File: src/rtl/template_match.sv
// Hamming-similarity digit classifier: sweeps ten 1-bit template ROMs against the image buffer and reports the arg-max digit.
// Optional TM_REJECT_EN: winners scoring below REJECT_THR are reported as digit 4'hF.
module template_match #(
  parameter int ADDR_W     = 12,
  parameter int NPIX       = 4096,
  parameter int NUM_TPL    = 10,
  parameter int SCORE_W    = $clog2(NPIX + 1),
  parameter int REJECT_THR = 3500
) (
  input  logic               clk,
  input  logic               rst_n,
  input  logic               start,
  output logic               busy,
  output logic               done,
  output logic [ADDR_W-1:0]  rom_ad,
  output logic               rom_ce,
  output logic               rom_oce,
  output logic               rom_reset,
  input  logic [NUM_TPL-1:0] tpl_bits,
  output logic [ADDR_W-1:0]  img_ad,
  output logic               img_rd,
  input  logic               img_bit,
  output logic [3:0]         best_digit,
  output logic [SCORE_W-1:0] best_score
);

  typedef enum logic [2:0] {IDLE, SCAN, DRAIN, ARGMAX, DONE} state_t;

  localparam logic [ADDR_W-1:0] LAST_ADDR = ADDR_W'(NPIX - 1);
  localparam logic [3:0]        LAST_IDX  = 4'(NUM_TPL - 1);

  state_t              state_q, state_d;
  logic [ADDR_W-1:0]   addr_q, addr_d;
  logic                valid_q;
  logic [SCORE_W-1:0]  cnt_q [NUM_TPL];
  logic [SCORE_W-1:0]  cnt_d [NUM_TPL];
  logic [3:0]          idx_q, idx_d;
  logic [SCORE_W-1:0]  bestS_q, bestS_d;
  logic [3:0]          bestI_q, bestI_d;
  logic [3:0]          bestDigit_q, bestDigit_d;
  logic [SCORE_W-1:0]  bestScore_q, bestScore_d;
  logic [SCORE_W-1:0]  cand;
  logic [SCORE_W-1:0]  nextS;
  logic [3:0]          nextI;

`ifdef TM_REJECT_EN
  localparam logic [SCORE_W-1:0] REJECT_S = SCORE_W'(REJECT_THR);
`else
  logic [SCORE_W-1:0] unused_rejectThr;
  assign unused_rejectThr = SCORE_W'(REJECT_THR);
`endif

  always_comb begin
    cand = '0;
    for (int t = 0; t < NUM_TPL; t++) begin
      if (idx_q == t[3:0]) cand = cnt_q[t];
    end
    nextS = bestS_q;
    nextI = bestI_q;
    if (cand > bestS_q) begin
      nextS = cand;
      nextI = idx_q;
    end
  end

  always_comb begin
    state_d     = state_q;
    addr_d      = addr_q;
    idx_d       = idx_q;
    bestS_d     = bestS_q;
    bestI_d     = bestI_q;
    bestDigit_d = bestDigit_q;
    bestScore_d = bestScore_q;
    cnt_d       = cnt_q;
    if (valid_q) begin
      for (int t = 0; t < NUM_TPL; t++) begin
        if (tpl_bits[t] == img_bit) cnt_d[t] = cnt_q[t] + SCORE_W'(1);
      end
    end
    case (state_q)
      IDLE: begin
        if (start) begin
          state_d = SCAN;
          addr_d  = '0;
          bestS_d = '0;
          bestI_d = '0;
          for (int t = 0; t < NUM_TPL; t++) cnt_d[t] = '0;
        end
      end
      SCAN: begin
        if (addr_q == LAST_ADDR) begin
          state_d = DRAIN;
          addr_d  = '0;
        end else begin
          addr_d = addr_q + ADDR_W'(1);
        end
      end
      DRAIN: begin
        state_d = ARGMAX;
        idx_d   = '0;
      end
      ARGMAX: begin
        // Results are loaded on entry to DONE so they are valid alongside the done pulse.
        bestS_d = nextS;
        bestI_d = nextI;
        if (idx_q == LAST_IDX) begin
          state_d     = DONE;
          bestScore_d = nextS;
          bestDigit_d = nextI;
`ifdef TM_REJECT_EN
          if (nextS < REJECT_S) bestDigit_d = 4'hF;
`endif
        end else begin
          idx_d = idx_q + 4'd1;
        end
      end
      DONE:    state_d = IDLE;
      default: state_d = IDLE;
    endcase
  end

  always_ff @(posedge clk or negedge rst_n) begin
    if (!rst_n) begin
      state_q     <= IDLE;
      addr_q      <= '0;
      valid_q     <= 1'b0;
      idx_q       <= '0;
      bestS_q     <= '0;
      bestI_q     <= '0;
      bestDigit_q <= '0;
      bestScore_q <= '0;
      for (int t = 0; t < NUM_TPL; t++) cnt_q[t] <= '0;
    end else begin
      state_q     <= state_d;
      addr_q      <= addr_d;
      valid_q     <= (state_q == SCAN);
      idx_q       <= idx_d;
      bestS_q     <= bestS_d;
      bestI_q     <= bestI_d;
      bestDigit_q <= bestDigit_d;
      bestScore_q <= bestScore_d;
      cnt_q       <= cnt_d;
    end
  end

  assign busy       = (state_q != IDLE);
  assign done       = (state_q == DONE);
  assign rom_ce     = (state_q == SCAN);
  assign rom_ad     = addr_q;
  assign img_ad     = addr_q;
  assign img_rd     = rom_ce;
  assign rom_oce    = 1'b1;
  assign rom_reset  = 1'b0;
  assign best_digit = bestDigit_q;
  assign best_score = bestScore_q;

endmodule
File: config.mk
export PLATFORM = sky130hd
export DESIGN_NAME = template_match
export DESIGN_NICKNAME = d
export VERILOG_FILES = /design/src/rtl/template_match.sv
export SDC_FILE = /design/constraint.sdc
export NUM_CORES = 1
export LEC_CHECK = 0
export CAP_MARGIN = 10
export CORE_MARGIN = 5
export CORE_UTILIZATION = 55
export DETAILED_ROUTE_END_ITERATION = 6
export PLACE_DENSITY = 0.73
export SETUP_SLACK_MARGIN = 0.5
export SYNTH_ARGS = -nofsm -noshare
export SYNTH_HDL_FRONTEND = slang
export SYNTH_SLANG_ARGS = --single-unit
File: constraint.sdc
create_clock -name clk -period 4.8 [get_ports clk]
set_clock_uncertainty 0.05 [all_clocks]
set_input_delay 1.44 -clock clk [delete_from_list [all_inputs] [get_ports clk]]
set_output_delay 1.44 -clock clk [all_outputs]
set_load 0.02 [all_outputs]
Word level (Yosys, flattened, before mapping)
Index checks and enable logic that the tools add are counted.
{"block": "totals", "ff_bits": 184, "word_cells": 108, "output_inout_bits": 47}
{"block": "op_classes", "magnitude_cmp": 1, "muxes": 38, "n_reduce_logical": 11, "add_sub_neg": 12, "eq_ne": 28}
{"operator": "130-bit two-way mux", "count": 3}
{"operator": "13-bit two-way mux", "count": 22}
{"operator": "13-bit by 1-bit adder with 13-bit output, second input constant", "count": 10}
{"operator": "13-bit one-hot mux with 2 select lines", "count": 1}
{"operator": "12-bit two-way mux", "count": 2}
{"operator": "12-bit one-hot mux with 2 select lines", "count": 1}
{"operator": "4-bit by 3-bit equality test with 1-bit output, second input constant", "count": 4}
{"operator": "4-bit one-hot mux with 2 select lines", "count": 2}
{"operator": "13-bit greater-than comparator", "count": 1}
{"operator": "12-bit by 1-bit adder with 12-bit output, second input constant", "count": 1}
{"operator": "12-bit equality test, second input constant", "count": 1}
{"operator": "4-bit two-way mux", "count": 3}
{"operator": "3-bit one-hot mux with 4 select lines", "count": 1}
{"operator": "1-bit equality test", "count": 10}
{"operator": "3-bit two-way mux", "count": 3}
{"operator": "4-bit by 2-bit equality test with 1-bit output, second input constant", "count": 2}
{"operator": "4-bit equality test, second input constant", "count": 2}
{"operator": "2-bit AND reduction", "count": 4}
{"operator": "3-bit by 2-bit equality test with 1-bit output, second input constant", "count": 2}
{"operator": "2-bit != test, second input constant", "count": 3}
{"operator": "2-bit nonzero test", "count": 3}
{"operator": "4-bit by 1-bit adder with 4-bit output, second input constant", "count": 1}
{"operator": "4-bit by 1-bit equality test with 1-bit output, second input constant", "count": 1}
{"operator": "4-bit zero test", "count": 1}
{"operator": "6 further kinds", "count": 6}

Longest topological paths before layout
{"block": "depth", "depth_word": 14, "ltp_mapped": 16, "mapped_depth_nobuf": 14}

Least setup slack after synthesis
OpenSTA, ideal clock, no wires.
{"block": "synth_timing", "kind": "register to register", "from": "register idx_q[0]", "to": "register bestScore_q[5] (netlist: best_score[5])", "n_path_buf": 2, "stages_incl_launch_ff": 16, "slack_ns": 1.327, "required_time_ns": 4.602, "arrival_ns": 3.275, "synth_period_minus_slack_ns": 3.473, "setup_ns": 0.148, "cell_sequence": "dfrtp_1 -> inv_1 -> ha_1 -> and2b_1 -> buf_1 -> a221o_1 -> a32oi_1 -> o22ai_1 -> ha_1 -> nand4_1 -> or4_1 -> o21ai_1 -> nor2_1 -> buf_2 -> nand3_1 -> o311ai_0"}
{"block": "synth_via", "elab_chain_len": 13}
{"element": "from (decl)", "line": "37", "text": "logic [3:0] idx_q, idx_d;"}
{"element": "from (signal assigned)", "line": "137", "text": "idx_q <= idx_d;"}
{"element": "4-bit zero test", "line": "56", "text": "if (idx_q == t[3:0]) cand = cnt_q[t];"}
{"element": "13-bit two-way mux (10 in a row)", "line": "56"}
{"element": "13-bit greater-than comparator", "line": "60", "text": "if (cand > bestS_q) begin"}
{"element": "13-bit two-way mux", "line": "60"}
{"element": "to (signal assigned)", "line": "141", "text": "bestScore_q <= bestScore_d;"}
{"element": "to (decl)", "line": "41", "text": "logic [SCORE_W-1:0] bestScore_q, bestScore_d;"}
Parallel ways exist; a longest one is shown, timed or not.
A chain may end at the register's enable or synchronous reset.

Worst setup path after layout
{"block": "layout_timing", "from": "register idx_q[0]", "to": "register bestScore_q[3] (netlist: best_score[3])"}
The elaborated chain is that of the path after synthesis.

==> metrics.md <==
| Metric | Value |
|---|---|
| I/O pin total | 61 |
| CP Class | register to register |
| Peak VDD IR | ~0.57 mV |
| WL/cell | about 19 um |
| RSZ-0062 raised after global routing | false |
| Via count | just under 9000 |
| Fill cells | 1587 |
| Max Slew Vio Count | 0 |
| FP Rows | 50 |
| Fin crit period | ~4.1 ns |
| CP max-delay cell | or4_1 |
| CP Launch Type | register |
| Fmax achieved | 242 MHz |
| Cell Chain, Critical Path | buf_4 -> ha_4 -> buf_4 -> o21a_1 -> a211o_1 -> a32oi_1 -> o22ai_1 -> ha_1 -> nand4_1 -> or4_1 -> o21ai_1 -> nor2_1 -> buf_4 -> o311ai_0 |
| Overflow after GRT | 0 |
| Diode count | 0 |
| First-pass GRT wire length | roughly 44 mm |
| Tot GR Track Use | 0.250 |
| Largest net degree at the start of global routing | 88 |
| CTS H-tree lvls | 4 |
| DPL Wire Length | ~19 mm |
| Worst r2r src | idx_q[0] |
| Leak Pwr | between 5 and 6 nW |
| Clock-pin slew on the worst setup and hold paths | about 0.07 ns |
| Port Buffers | a little under 60 |
| Ys Warns | 0 |
| Die Y | around 150 um |
| EDFF count, synth | 0 |
| Max Root-Sink Buffers | 2 |
| Final instance area | 11600 um2 |
| Clock sink count | roughly 180 |
| Worst setup EP type | register |
| Die ar. | around 22000 um2 |
| CTS tree | built |
| Commonest non-fill, non-tap cell in the layout | dfrtp_1 |
| CP arrival | around 4.4 ns |
| Max-Cap Viols | 0 |
| GP Congestion | roughly 0.95 |
| Slew Limit Headroom | 0.486 |
| Crit-path max FO | 22 |
| Post-route ant nets | 0 |
| Post-Syn Instances | between 1000 and 1500 |
| Data required time of the worst path | between 5 and 6 ns |
| Power Density | 592 nW/um2 |
| Status | complete, no violations |
| Clock Latency Late Sink | between 0.4 and 0.5 ns |
| Sequential area share after synthesis | 0.444 |
| Post-Place Worst Slack | 0.408 ns |
| CP dominant cell by count | buf_4 |
| Crit path largest cell delay | approximately 0.57 ns |
| Post-Syn Nets | 1196 |
| Vias in the first global route | between 8000 and 9000 |
| PnR worst setup slack | around 0.68 ns |
| Core Area | around 19000 um2 |
| Fin nets | approximately 1200 |
| Chip width | between 100 and 150 um |
| Final setup violation count | 0 |
| Number of synthesized register bits | between 150 and 200 |
| R2r setup slk | between 0.6 and 0.7 ns |
| CTS Buf Count | 17 |
| Asr flop ratio synth | 1.00 |
| Setup TNS | 0 ns |
| Post-DP Area | around 11000 um2 |
| Final Hold Viols | 0 |
| Fin crit share | 0.859 |
| Worst Hold Class | register to register |
| Initial antenna violation count | 0 |
| DR pass1 iterations | 5 |
| Initial DRC Count | approximately 850 |
| Critical Path Source | idx_q[0] |
| Synthesized area | about 10000 um2 |
| Main flop type after synthesis | dfrtp_1 |
| Root buf cell | clkbuf_16 |
| DR DRC count | 0 |
| Avg Inst Size Synth | 8.98 um2 |
| Worst-margin pin slew | slightly below 0.8 ns |
| Share of layout cells above drive strength 1 | 0.0605 |
| Distinct cells, synth | 65 |
| HP Start | best_digit[3] |
| Final wirelength | ~26 mm |
| P&R area growth vs syn | 12.2% |
| Post-DR vias/cell | 6.13 |
| Initial core utilization | 0.556 |
| Commonest cells after routing, fill and taps aside | dfrtp_1 (181), nor2_1 (152), nand2_1 (126) |
-- registers in the layout (all words and copies together) (netlist names) --
signal / flops
bestI_q: 4
bestS_q: 13
best_digit: 4
best_score: 13
cnt_q: 130
idx_q: 4
img_ad: 12
state_q: 3
valid_q: 1
-- per-stage QoR --
stage           util  instances  hold slack (ns)  power, mW
5_1_grt        0.624       1424            0.455       7.35
4_1_cts        0.621       1421            0.435       6.79
2_1_floorplan      -       1154            0.427       4.46
3_3_place_gp   0.590       1389            0.402       5.30
3_5_place_dp   0.590       1389            0.419       5.38
6_report       0.624       1424            0.422       6.89
-- layout make-up --
type	instances	area [um2]	share of cell area
clock buffers	19	453	0.0389
clock inverters	13	120	0.0103
inverters	53	199	0.0171
multi-input cells	843	5220	0.449
flip-flops and latches	184	4610	0.396
well taps	234	293	0.0252
repair buffers	78	734	0.0631
-- power by group --
group	internal, mW	total (mW)	switching (mW)
combinational	1.22	3.26	2.04
sequential	1.89	2.25	0.368
clock	0.748	1.38	0.632
total	3.85	6.89	3.04
-- cell usage after synthesis, types with 4 or more instances --
master / number / area (um2)
nor2_1: 152 / 571
xnor2_1: 50 / 438
a21o_1: 5 / 37.5
xor2_1: 59 / 517
a221o_1: 16 / 160
and3_1: 17 / 106
and2_1: 11 / 68.8
a32oi_1: 10 / 87.6
inv_1: 52 / 195
clkbuf_1: 27 / 101
o311ai_0: 5 / 43.8
and3b_1: 5 / 43.8
o22ai_1: 12 / 75.1
nand2_1: 126 / 473
nand3_1: 57 / 285
and4_1: 6 / 52.6
or3_1: 22 / 138
nor3_1: 9 / 45.0
a221oi_1: 17 / 149
o31ai_1: 15 / 113
buf_2: 27 / 135
nor2b_1: 4 / 25.0
dfrtp_1: 184 / 4600
o311ai_1: 6 / 52.6
a21oi_1: 58 / 290
a211o_1: 5 / 43.8
mux2i_1: 7 / 70.1
buf_4: 16 / 120
ha_1: 28 / 350
nand4_1: 32 / 200
o21ai_0: 58 / 290
-- kinds of logic (layout without fill, tap and decap cells) --
logic type      count (synthesis)  after routing  synth area share
xor+xnor                      112            112            0.0979
fa+ha+maj                      28             28            0.0338
other cells                     2              2          0.000725
simple gates                  459            459             0.209
mux                             7              7           0.00676
flops                         184            184             0.444
buf+inv                       127            163            0.0558
compound gates                235            235             0.152
-- repair_timing --
action                                 4_1_cts  5_1_grt
pin swaps                                    0        1
setup buffers                                0        3
setup endpoints to repair                   13       33
hold buffers                                 0        0
gates resized for setup                      3       12
endpoints found under the hold margin        0        0
-- worst max-delay path: cells and delay by family (launching register included) --
kind                       cells  cell delay, ns
adders and majority gates      2            0.55
DFF                            1            0.41
AOI/OAI and AO/OA              6            1.58
buffers and inverters          3            0.58
and+or+nand+nor                3            0.81
-- routing by layer --
| metal | track usage | share of wire |
|---|---|---|
| met2 | 0.384 | 0.45 |
| met3 | 0.0518 | 0.067 |
| met4 | 0.0741 | 0.026 |
| met1 | 0.359 | 0.45 |
| met5 | 0 | 0 |
-- worst paths after layout --
kind / to / depth (start not counted)
max: best_score[3] / 14
min: best_digit[3] / 2
max reg2reg: best_score[3] / 14
min reg2reg: best_digit[3] / 2
max in group asynchronous: cnt_q[42] / 2
min in group asynchronous: cnt_q[124] / 1
(Power assumes the default switching activity.)
